<file path="src/rtl/boundary_port_scheduler_if.sv">
// Bundle for boundary_port_scheduler: per-requester flit inputs, registered router-side flit, status.
// wd_abort exists only when BOUNDARY_SCHED_WATCHDOG_EN is defined.
interface boundary_port_scheduler_if #(
  parameter int N_REQ  = 2,
  parameter int FLIT_W = 64,
  parameter int IDX_W  = (N_REQ > 1) ? $clog2(N_REQ) : 1
);
  // Handshake: requester i transfers a flit on a rising clk edge where in_valid[i] & in_ready[i];
  // in_ready is combinational from in_valid/in_label/out_on. out_valid is a single-cycle pulse per
  // forwarded flit with no backpressure; the router throttles with the on/off level out_on.
  logic [N_REQ-1:0]        in_valid;
  logic [2*N_REQ-1:0]      in_label;
  logic [FLIT_W*N_REQ-1:0] in_data;
  logic [N_REQ-1:0]        in_ready;
  logic                    out_on;
  logic                    out_valid;
  logic [1:0]              out_label;
  logic [FLIT_W-1:0]       out_data;
  logic [IDX_W-1:0]        owner;
  logic                    locked;
  logic                    proto_err;
  logic [0:0]              fsm_state;
`ifdef BOUNDARY_SCHED_WATCHDOG_EN
  logic                    wd_abort;

  modport master (output in_valid, in_label, in_data, out_on,
                  input  in_ready, out_valid, out_label, out_data, owner, locked, proto_err,
                         fsm_state, wd_abort);
  modport slave  (input  in_valid, in_label, in_data, out_on,
                  output in_ready, out_valid, out_label, out_data, owner, locked, proto_err,
                         fsm_state, wd_abort);
`else
  modport master (output in_valid, in_label, in_data, out_on,
                  input  in_ready, out_valid, out_label, out_data, owner, locked, proto_err,
                         fsm_state);
  modport slave  (input  in_valid, in_label, in_data, out_on,
                  output in_ready, out_valid, out_label, out_data, owner, locked, proto_err,
                         fsm_state);
`endif
endinterface

</file>
<file path="src/rtl/boundary_port_scheduler.sv">
// Wormhole round-robin scheduler sharing one router input port between N_REQ flit sources.
// Optional lock watchdog (WD_LIMIT, wd_abort) enabled by BOUNDARY_SCHED_WATCHDOG_EN.
module boundary_port_scheduler #(
  parameter int N_REQ  = 2,
  parameter int FLIT_W = 64,
  parameter int IDX_W  = (N_REQ > 1) ? $clog2(N_REQ) : 1
`ifdef BOUNDARY_SCHED_WATCHDOG_EN
  , parameter int WD_LIMIT = 255
`endif
) (
  input logic                     clk,
  input logic                     rst,
  boundary_port_scheduler_if.slave bus
);

  localparam logic [1:0] LBL_HEAD = 2'b00;
  localparam logic [1:0] LBL_TAIL = 2'b10;
  localparam logic [0:0] S_IDLE   = 1'b0;
  localparam logic [0:0] S_LOCKED = 1'b1;

  logic [0:0]        state;
  logic [IDX_W-1:0]  rr_ptr;
  logic [IDX_W-1:0]  owner_q;
  logic              locked_q;
  logic              proto_err_q;
  logic              out_valid_q;
  logic [1:0]        out_label_q;
  logic [FLIT_W-1:0] out_data_q;

  logic [N_REQ-1:0]  head_req;
  logic [N_REQ-1:0]  cont_req;
  logic [N_REQ-1:0]  grant_oh;
  logic              found;
  logic [IDX_W-1:0]  win;
  logic [IDX_W:0]    idx;
  logic              accept;
  logic              perr;
  logic [1:0]        sel_label;
  logic [FLIT_W-1:0] sel_data;
  logic              wd_fire;

  function automatic logic [IDX_W-1:0] next_idx(input logic [IDX_W-1:0] x);
    return (x == IDX_W'(N_REQ - 1)) ? '0 : x + 1'b1;
  endfunction

  // HEAD (00) and HEADTAIL (11) are the labels whose two bits are equal.
  always_comb begin
    head_req = '0;
    cont_req = '0;
    for (int i = 0; i < N_REQ; i++) begin
      head_req[i] = bus.in_valid[i] & (bus.in_label[2*i+1] == bus.in_label[2*i]);
      cont_req[i] = bus.in_valid[i] & (bus.in_label[2*i+1] != bus.in_label[2*i]);
    end
  end

  always_comb begin
    found = 1'b0;
    win   = owner_q;
    idx   = '0;
    if (state == S_IDLE) begin
      for (int k = 0; k < N_REQ; k++) begin
        idx = {1'b0, rr_ptr} + (IDX_W+1)'(k);
        if (idx >= (IDX_W+1)'(N_REQ)) idx = idx - (IDX_W+1)'(N_REQ);
        if (!found && head_req[idx[IDX_W-1:0]]) begin
          found = 1'b1;
          win   = idx[IDX_W-1:0];
        end
      end
    end else if (cont_req[owner_q]) begin
      found = 1'b1;
      win   = owner_q;
    end
  end

  always_comb begin
    grant_oh = '0;
    for (int i = 0; i < N_REQ; i++) grant_oh[i] = found & (win == IDX_W'(i));
  end

  assign accept    = found & bus.out_on;
  assign sel_label = bus.in_label[2*int'(win) +: 2];
  assign sel_data  = bus.in_data[FLIT_W*int'(win) +: FLIT_W];
  assign perr      = (state == S_IDLE) ? (|cont_req) : head_req[owner_q];

`ifdef BOUNDARY_SCHED_WATCHDOG_EN
  localparam int WD_W = $clog2(WD_LIMIT + 1);
  logic [WD_W-1:0] wd_cnt;
  logic            wd_abort_q;

  // Fires on the WD_LIMIT-th consecutive LOCKED cycle with the owner silent.
  assign wd_fire = (state == S_LOCKED) && !bus.in_valid[owner_q] &&
                   (wd_cnt == WD_W'(WD_LIMIT - 1));

  always_ff @(posedge clk or posedge rst) begin
    if (rst) begin
      wd_cnt     <= '0;
      wd_abort_q <= 1'b0;
    end else if ((state != S_LOCKED) || bus.in_valid[owner_q]) begin
      wd_cnt <= '0;
    end else if (wd_fire) begin
      wd_cnt     <= '0;
      wd_abort_q <= 1'b1;
    end else begin
      wd_cnt <= wd_cnt + 1'b1;
    end
  end

  assign bus.wd_abort = wd_abort_q;
`else
  assign wd_fire = 1'b0;
`endif

  always_ff @(posedge clk or posedge rst) begin
    if (rst) begin
      state       <= S_IDLE;
      rr_ptr      <= '0;
      owner_q     <= '0;
      locked_q    <= 1'b0;
      proto_err_q <= 1'b0;
      out_valid_q <= 1'b0;
      out_label_q <= '0;
      out_data_q  <= '0;
    end else begin
      out_valid_q <= accept;
      if (accept) begin
        out_label_q <= sel_label;
        out_data_q  <= sel_data;
      end
      if (perr) proto_err_q <= 1'b1;
      case (state)
        S_IDLE: begin
          if (accept) begin
            owner_q <= win;
            if (sel_label == LBL_HEAD) begin
              locked_q <= 1'b1;
              state    <= S_LOCKED;
            end else begin
              rr_ptr <= next_idx(win);
            end
          end
        end
        S_LOCKED: begin
          if ((accept && sel_label == LBL_TAIL) || wd_fire) begin
            locked_q <= 1'b0;
            rr_ptr   <= next_idx(owner_q);
            state    <= S_IDLE;
          end
        end
        default: state <= S_IDLE;
      endcase
    end
  end

  assign bus.in_ready  = bus.out_on ? grant_oh : '0;
  assign bus.out_valid = out_valid_q;
  assign bus.out_label = out_label_q;
  assign bus.out_data  = out_data_q;
  assign bus.owner     = owner_q;
  assign bus.locked    = locked_q;
  assign bus.proto_err = proto_err_q;
  assign bus.fsm_state = state;

endmodule

</file>
<file path="src/flat_wrapper.sv">
// flat-port wrapper written by rule: the top's interface ports become plain ports
module boundary_port_scheduler_flat 
#(
  parameter int N_REQ  = 2,
  parameter int FLIT_W = 64,
  parameter int IDX_W  = (N_REQ > 1) ? $clog2(N_REQ) : 1

)
  (clk, rst, bus_in_valid, bus_in_label, bus_in_data, bus_out_on, bus_in_ready, bus_out_valid, bus_out_label, bus_out_data, bus_owner, bus_locked, bus_proto_err, bus_fsm_state);
  boundary_port_scheduler_if #(.N_REQ(N_REQ), .FLIT_W(FLIT_W), .IDX_W(IDX_W)) bus_i ();
  input logic clk;
  input logic rst;
  input wire logic [$bits(bus_i.in_valid)-1:0] bus_in_valid;
  input wire logic [$bits(bus_i.in_label)-1:0] bus_in_label;
  input wire logic [$bits(bus_i.in_data)-1:0] bus_in_data;
  input wire logic [$bits(bus_i.out_on)-1:0] bus_out_on;
  output wire logic [$bits(bus_i.in_ready)-1:0] bus_in_ready;
  output wire logic [$bits(bus_i.out_valid)-1:0] bus_out_valid;
  output wire logic [$bits(bus_i.out_label)-1:0] bus_out_label;
  output wire logic [$bits(bus_i.out_data)-1:0] bus_out_data;
  output wire logic [$bits(bus_i.owner)-1:0] bus_owner;
  output wire logic [$bits(bus_i.locked)-1:0] bus_locked;
  output wire logic [$bits(bus_i.proto_err)-1:0] bus_proto_err;
  output wire logic [$bits(bus_i.fsm_state)-1:0] bus_fsm_state;
  assign bus_i.in_valid = bus_in_valid;
  assign bus_i.in_label = bus_in_label;
  assign bus_i.in_data = bus_in_data;
  assign bus_i.out_on = bus_out_on;
  assign bus_in_ready = bus_i.in_ready;
  assign bus_out_valid = bus_i.out_valid;
  assign bus_out_label = bus_i.out_label;
  assign bus_out_data = bus_i.out_data;
  assign bus_owner = bus_i.owner;
  assign bus_locked = bus_i.locked;
  assign bus_proto_err = bus_i.proto_err;
  assign bus_fsm_state = bus_i.fsm_state;
  boundary_port_scheduler #(.N_REQ(N_REQ), .FLIT_W(FLIT_W), .IDX_W(IDX_W)) u_core (.clk(clk), .rst(rst), .bus(bus_i));
endmodule
</file>
<file path="config.mk">
export PLATFORM = sky130hd
export DESIGN_NAME = boundary_port_scheduler_flat
export DESIGN_NICKNAME = d
export VERILOG_FILES = /design/src/rtl/boundary_port_scheduler_if.sv /design/src/rtl/boundary_port_scheduler.sv /design/src/flat_wrapper.sv
export SDC_FILE = /design/constraint.sdc
export NUM_CORES = 1
export LEC_CHECK = 0
export BUFFER_PORTS_ARGS = -buffer_cell sky130_fd_sc_hd__buf_2
export CAP_MARGIN = 0
export CORE_AREA = 8 8 99 101
export CTS_CLUSTER_SIZE = 8
export DETAILED_ROUTE_END_ITERATION = 10
export DIE_AREA = 0 0 107 109
export HOLD_SLACK_MARGIN = 0.12
export PLACE_DENSITY = 0.78
export SKIP_CTS_REPAIR_TIMING = 1
export SYNTH_ARGS = -nofsm -noshare
export SYNTH_HDL_FRONTEND = slang
export SYNTH_SLANG_ARGS = --single-unit
</file>
<file path="constraint.sdc">
create_clock -name clk -period 2.5 [get_ports clk]
set_input_delay 0 -clock clk [delete_from_list [all_inputs] [get_ports clk]]
set_output_delay 0 -clock clk [all_outputs]
set_load 0.01 [all_outputs]
</file>
==> results of run 1 <==
-- synthesized netlist by cell type, types with 2 or more instances --
master	instances
o21ai_0	3
mux2i_1	68
o32a_1	2
clkbuf_1	14
a221o_1	2
a21oi_1	68
nand2_1	4
dfrtp_1	72
inv_1	2
nor2b_1	5
and2_1	3
xnor2_1	2
buf_2	8
nor2_1	68
-- metrics by stage --
step	hold slack (ns)	util, %	std cells	worst slack [ns]
3_3_place_gp	0.2068	54.81	633	0.6456
2_1_floorplan	0.1452	-	333	0.6751
3_5_place_dp	0.2119	54.81	633	0.5439
4_1_cts	-0.1679	57.18	649	0.1786
-- kinds of logic after synthesis --
| family | share of synthesized area, % |
|---|---|
| AOI/OAI and AO/OA | 12.41 |
| buffers and inverters | 3.488 |
| DFF | 52.86 |
| and+or+nand+nor | 10.76 |
| muxes | 19.97 |
| xor gates and xnor gates | 0.5140 |
==> results by group, run 1 <==
Run status
  – Status: did not finish
  – Stopped at: 5_1_grt
  – Tool Error: [ERROR RSZ-0060] Max buffer count reached.

Clocking
  – CTS Buf Count: 9
  – Root buffer cell: clkbuf_8
  – CTS Buffer Depth: 2
  – Clock Sink Count: slightly above 70
  – Htree depth: 3

Synth
  – Syn avg cell area: around 10 µm²
  – Post-synthesis cell type count: 26
  – Top_reg_cell synth: dfrtp_1
  – Area leader, netlist: dfrtp_1
  – Synth Net Count: 470
  – Synth Warn #: 0
  – Synthesized instance count: about 330
  – Post-synth EDFFs: 0
  – Synth top area cells: dfrtp_1 (53%), mux2i_1 (20%), a21oi_1 (10%), nor2_1 (7.5%), clkbuf_1 (1.5%)
  – Post-Syn Area: 3408 µm²
  – Yosys reg bits: between 70 and 80
  – FFs w/ async S/R, synth: 100.0%
  – Sequential fraction of the synthesis area: between 50% and 60%
  – Share of the synthesized area in the top cell type: a little over half

Place
  – PortBufs: roughly 210
  – DP HPWL: between 7000 and 8000 µm
  – Global placement routability congestion: 0.7763
  – Placed Area: approximately 4600 µm²

Floorplan
  – DIE HEIGHT: 109 µm
  – Ports: 210
  – Initial Util: 40.67%
  – Die Width: approximately 110 µm
  – Cell Rows: 34

Global routing
  – Largest net degree at the start of global routing: 68
==> inputs of run 2 (changes only) <==
--- a/config.mk
+++ b/config.mk
@@ -7,12 +7,10 @@
 export LEC_CHECK = 0
 export BUFFER_PORTS_ARGS = -buffer_cell sky130_fd_sc_hd__buf_2
 export CAP_MARGIN = 0
-export CORE_AREA = 8 8 99 101
-export CTS_CLUSTER_SIZE = 8
+export CORE_AREA = 8 8 116 118
 export DETAILED_ROUTE_END_ITERATION = 10
-export DIE_AREA = 0 0 107 109
-export HOLD_SLACK_MARGIN = 0.12
-export PLACE_DENSITY = 0.78
+export DIE_AREA = 0 0 124 126
+export PLACE_DENSITY_LB_ADDON = 0.15
 export SKIP_CTS_REPAIR_TIMING = 1
 export SYNTH_ARGS = -nofsm -noshare
 export SYNTH_HDL_FRONTEND = slang
==> results by group, run 2 <==
Power and ir drop
  – Pwr/cell area: 1159 nW/µm²
  – Leakage: 0.002635 µW
  – Worst IR Drop VDD: between 0.4 and 0.5 mV

Routing
  – Initial detailed-routing violation count: between 90 and 100
  – WL final: 10750 µm
  – Drt pass-1 iters: 4
  – Via count: 3261
  – Routed len/inst: 14.79 µm
  – Residual DRC count: 0
  – Routed Antenna Nets: 0
  – Via-to-Cell Ratio: ~4.5

Synth
  – Top_reg_cell synth: dfrtp_1
  – Synth Warn #: 0
  – Synthesized instance count: between 300 and 400
  – Synth top area cells: dfrtp_1 (53%), mux2i_1 (20%), a21oi_1 (10%), nor2_1 (7.5%), clkbuf_1 (1.5%)
  – Post-synth EDFFs: 0
  – Share of the synthesized area in the top cell type: between 50% and 60%
  – Synth Net Count: 470
  – Sequential fraction of the synthesis area: a little over half
  – Synth top cells by count: dfrtp_1 (72), a21oi_1 (68), mux2i_1 (68), nor2_1 (68), clkbuf_1 (14)
  – Yosys reg bits: 72
  – Area leader, netlist: dfrtp_1
  – Most common cell in the netlist: dfrtp_1
  – Syn avg cell area: between 10 and 15 µm²
  – Post-Syn Area: between 3000 and 4000 µm²
  – Post-synthesis cell type count: 26
  – FFs w/ async S/R, synth: 100.0%

Run status
  – Failing checks: negative hold slack
  – Status: finished with violations

STA
  – Final Cycle Share: between 90% and 100%
  – Final number of setup-violating endpoints: 0
  – Max Clock Skew: 0.003371 ns
  – Max Freq: 0.4133 GHz
  – Final hold slack: -0.02996 ns
  – Final WS setup: 0.08046 ns
  – Worst slew margin: a little over half
  – Setup TNS: 0 ns
  – Final Hold Viols: 37
  – Fin. max-slew vios: 0
  – Worst-Margin Slew: 0.6932 ns
  – Post-layout minimum cycle time: 2.420 ns

Finish
  – Fillers: ~1100
  – Multi-input gate area: approximately 1500 µm²
  – # diodes: 0
  – Commonest cells after routing, fill and taps aside: buf_2 (209), dfrtp_1 (72), mux2i_1 (68), nor2_1 (68), a21oi_1 (68)
  – Most common cell after layout, fill and taps aside: buf_2
  – Post-route insts no fill: between 700 and 800
  – Final nets: about 720
  – Max reg flops: 64
  – Area occupied by registers: 1802 µm²
  – Layout cell share with drive strength beyond 1: 40.00%
  – P&R area growth vs syn: 55.40%
  – Final design utilization: 45.22%

Floorplan
  – Die Width: around 120 µm
  – DIE HEIGHT: around 130 µm
  – Cell Rows: 40
  – CORE AREA: approximately 12000 µm²
  – Full die area: between 15000 and 20000 µm²
  – Initial Util: 29.10%
  – Ports: between 200 and 250

Setup path
  – Crit path kind: flip-flop to flip-flop
  – Max FO, Critical Path: 24
  – CP max-delay cell: dlygate4sd3_1
  – Critical path cell sequence: and3b_1, o32a_2, buf_4, mux2i_1, dlygate4sd3_1, a21oi_1
  – Worst Path Arrival: 2.62 ns
  – Crit start category: flip-flop
  – Worst path bufs/invs: 2
  – Critical Path RT: ~2.7 ns
  – Crit path largest cell delay: between 0.5 and 0.6 ns
  – CP top delay family: buffers and inverters
  – Critical Path End Type: flip-flop

Global routing
  – Largest net degree at the start of global routing: between 40 and 50
  – First-pass GRT wire length: 15790 µm
  – Remaining global-route overflow: 0
  – Initial antenna violation count: 0
  – GRT Total Usage: about 13%
  – Vias in the first global route: 3220

Clocking
  – Reg clk slew, reported paths: 0.06 ns
  – CTS Buf Count: 9
  – Root buffer cell: clkbuf_16
  – Clock Sink Count: 72
  – Htree depth: 3
  – Worst-Skew Late Latency: around 0.32 ns
  – CTS tree: yes
  – CTS Buffer Depth: 2

Place
  – PortBufs: roughly 210
  – DP HPWL: approximately 8000 µm
  – Inst Count DP: between 600 and 700
  – Global placement routability congestion: 0.7124
  – Post-Place Setup Slack: between 0.5 and 0.6 ns

Min path
  – Hold Crit Class: primary input to flip-flop

Flow run
  – Max-Cap Viols: 0
==> run 2: cell type report <==
cell class | instances | area share (%)
Sequential cell | 72 | 34.02
Inverter | 2 | 0.1417
Tap cell | 147 | 3.473
Clock inverter | 1 | 0.09450
Clock buffer | 12 | 4.843
Multi-Input combinational cell | 235 | 28.33
Timing Repair Buffer | 258 | 29.10
==> run 2: final timing paths <==
kind	start	end	slack, ns	cells past startpoint
setup / recovery	u_core.bus.fsm_state	u_core.bus.out_data[51]	0.08	6
hold / removal	bus_in_data[17]	u_core.bus.out_data[17]	-0.03	3
setup reg to reg	u_core.bus.fsm_state	u_core.bus.out_data[51]	0.08	6
hold reg to reg	u_core.bus.out_data[48]	u_core.bus.out_data[48]	0.52	2
max in group asynchronous	rst	u_core.bus.out_data[43]	1.35	4
min in group asynchronous	rst	u_core.bus.out_data[45]	0.34	3
==> run 2: worst reg2reg max path, delay by kind of cell (launching register included) <==
kind / cells / cell delay, ns
DFF: 1 / 0.49
buffers and inverters: 2 / 0.99
muxes: 1 / 0.25
AOI/OAI and AO/OA: 2 / 0.31
and+or+nand+nor: 1 / 0.26
==> run 2: cell families after synthesis <==
group	after synthesis	share of synthesized area, %
XOR/XNOR	2	0.5140
buffers and inverters	26	3.488
flip-flops	72	52.86
AO/OA/AOI/OAI	78	12.41
multiplexers	68	19.97
AND/OR/NAND/NOR	87	10.76
==> run 2: where the power goes <==
| part | switching [µW] | internal [µW] |
|---|---|---|
| clock network | 448 | 707 |
| registers | 309 | 1730 |
| logic | 1580 | 1360 |
==> run 2: routing by layer <==
metal / vias up / wire (µm) / part of all wire, % / global-route usage, %
li1: 1642 / - / - / -
met1: 1476 / 4442 / 41 / 15.29
met2: 132 / 5053 / 47 / 20.07
met3: 11 / 1116 / 10 / 4.290
met4: 0 / 139 / 1.3 / 5.182
met5: - / 0 / 0 / 0
==> run 2: through the flow <==
step           power [µW]  cell area (µm²)
2_1_floorplan        3857             3408
3_3_place_gp         4850             4624
3_5_place_dp         4917             4624
4_1_cts              6108             4886
5_1_grt              6621             5296
6_report             6139             5296
Note: power is estimated with default switching activity, not from simulation.
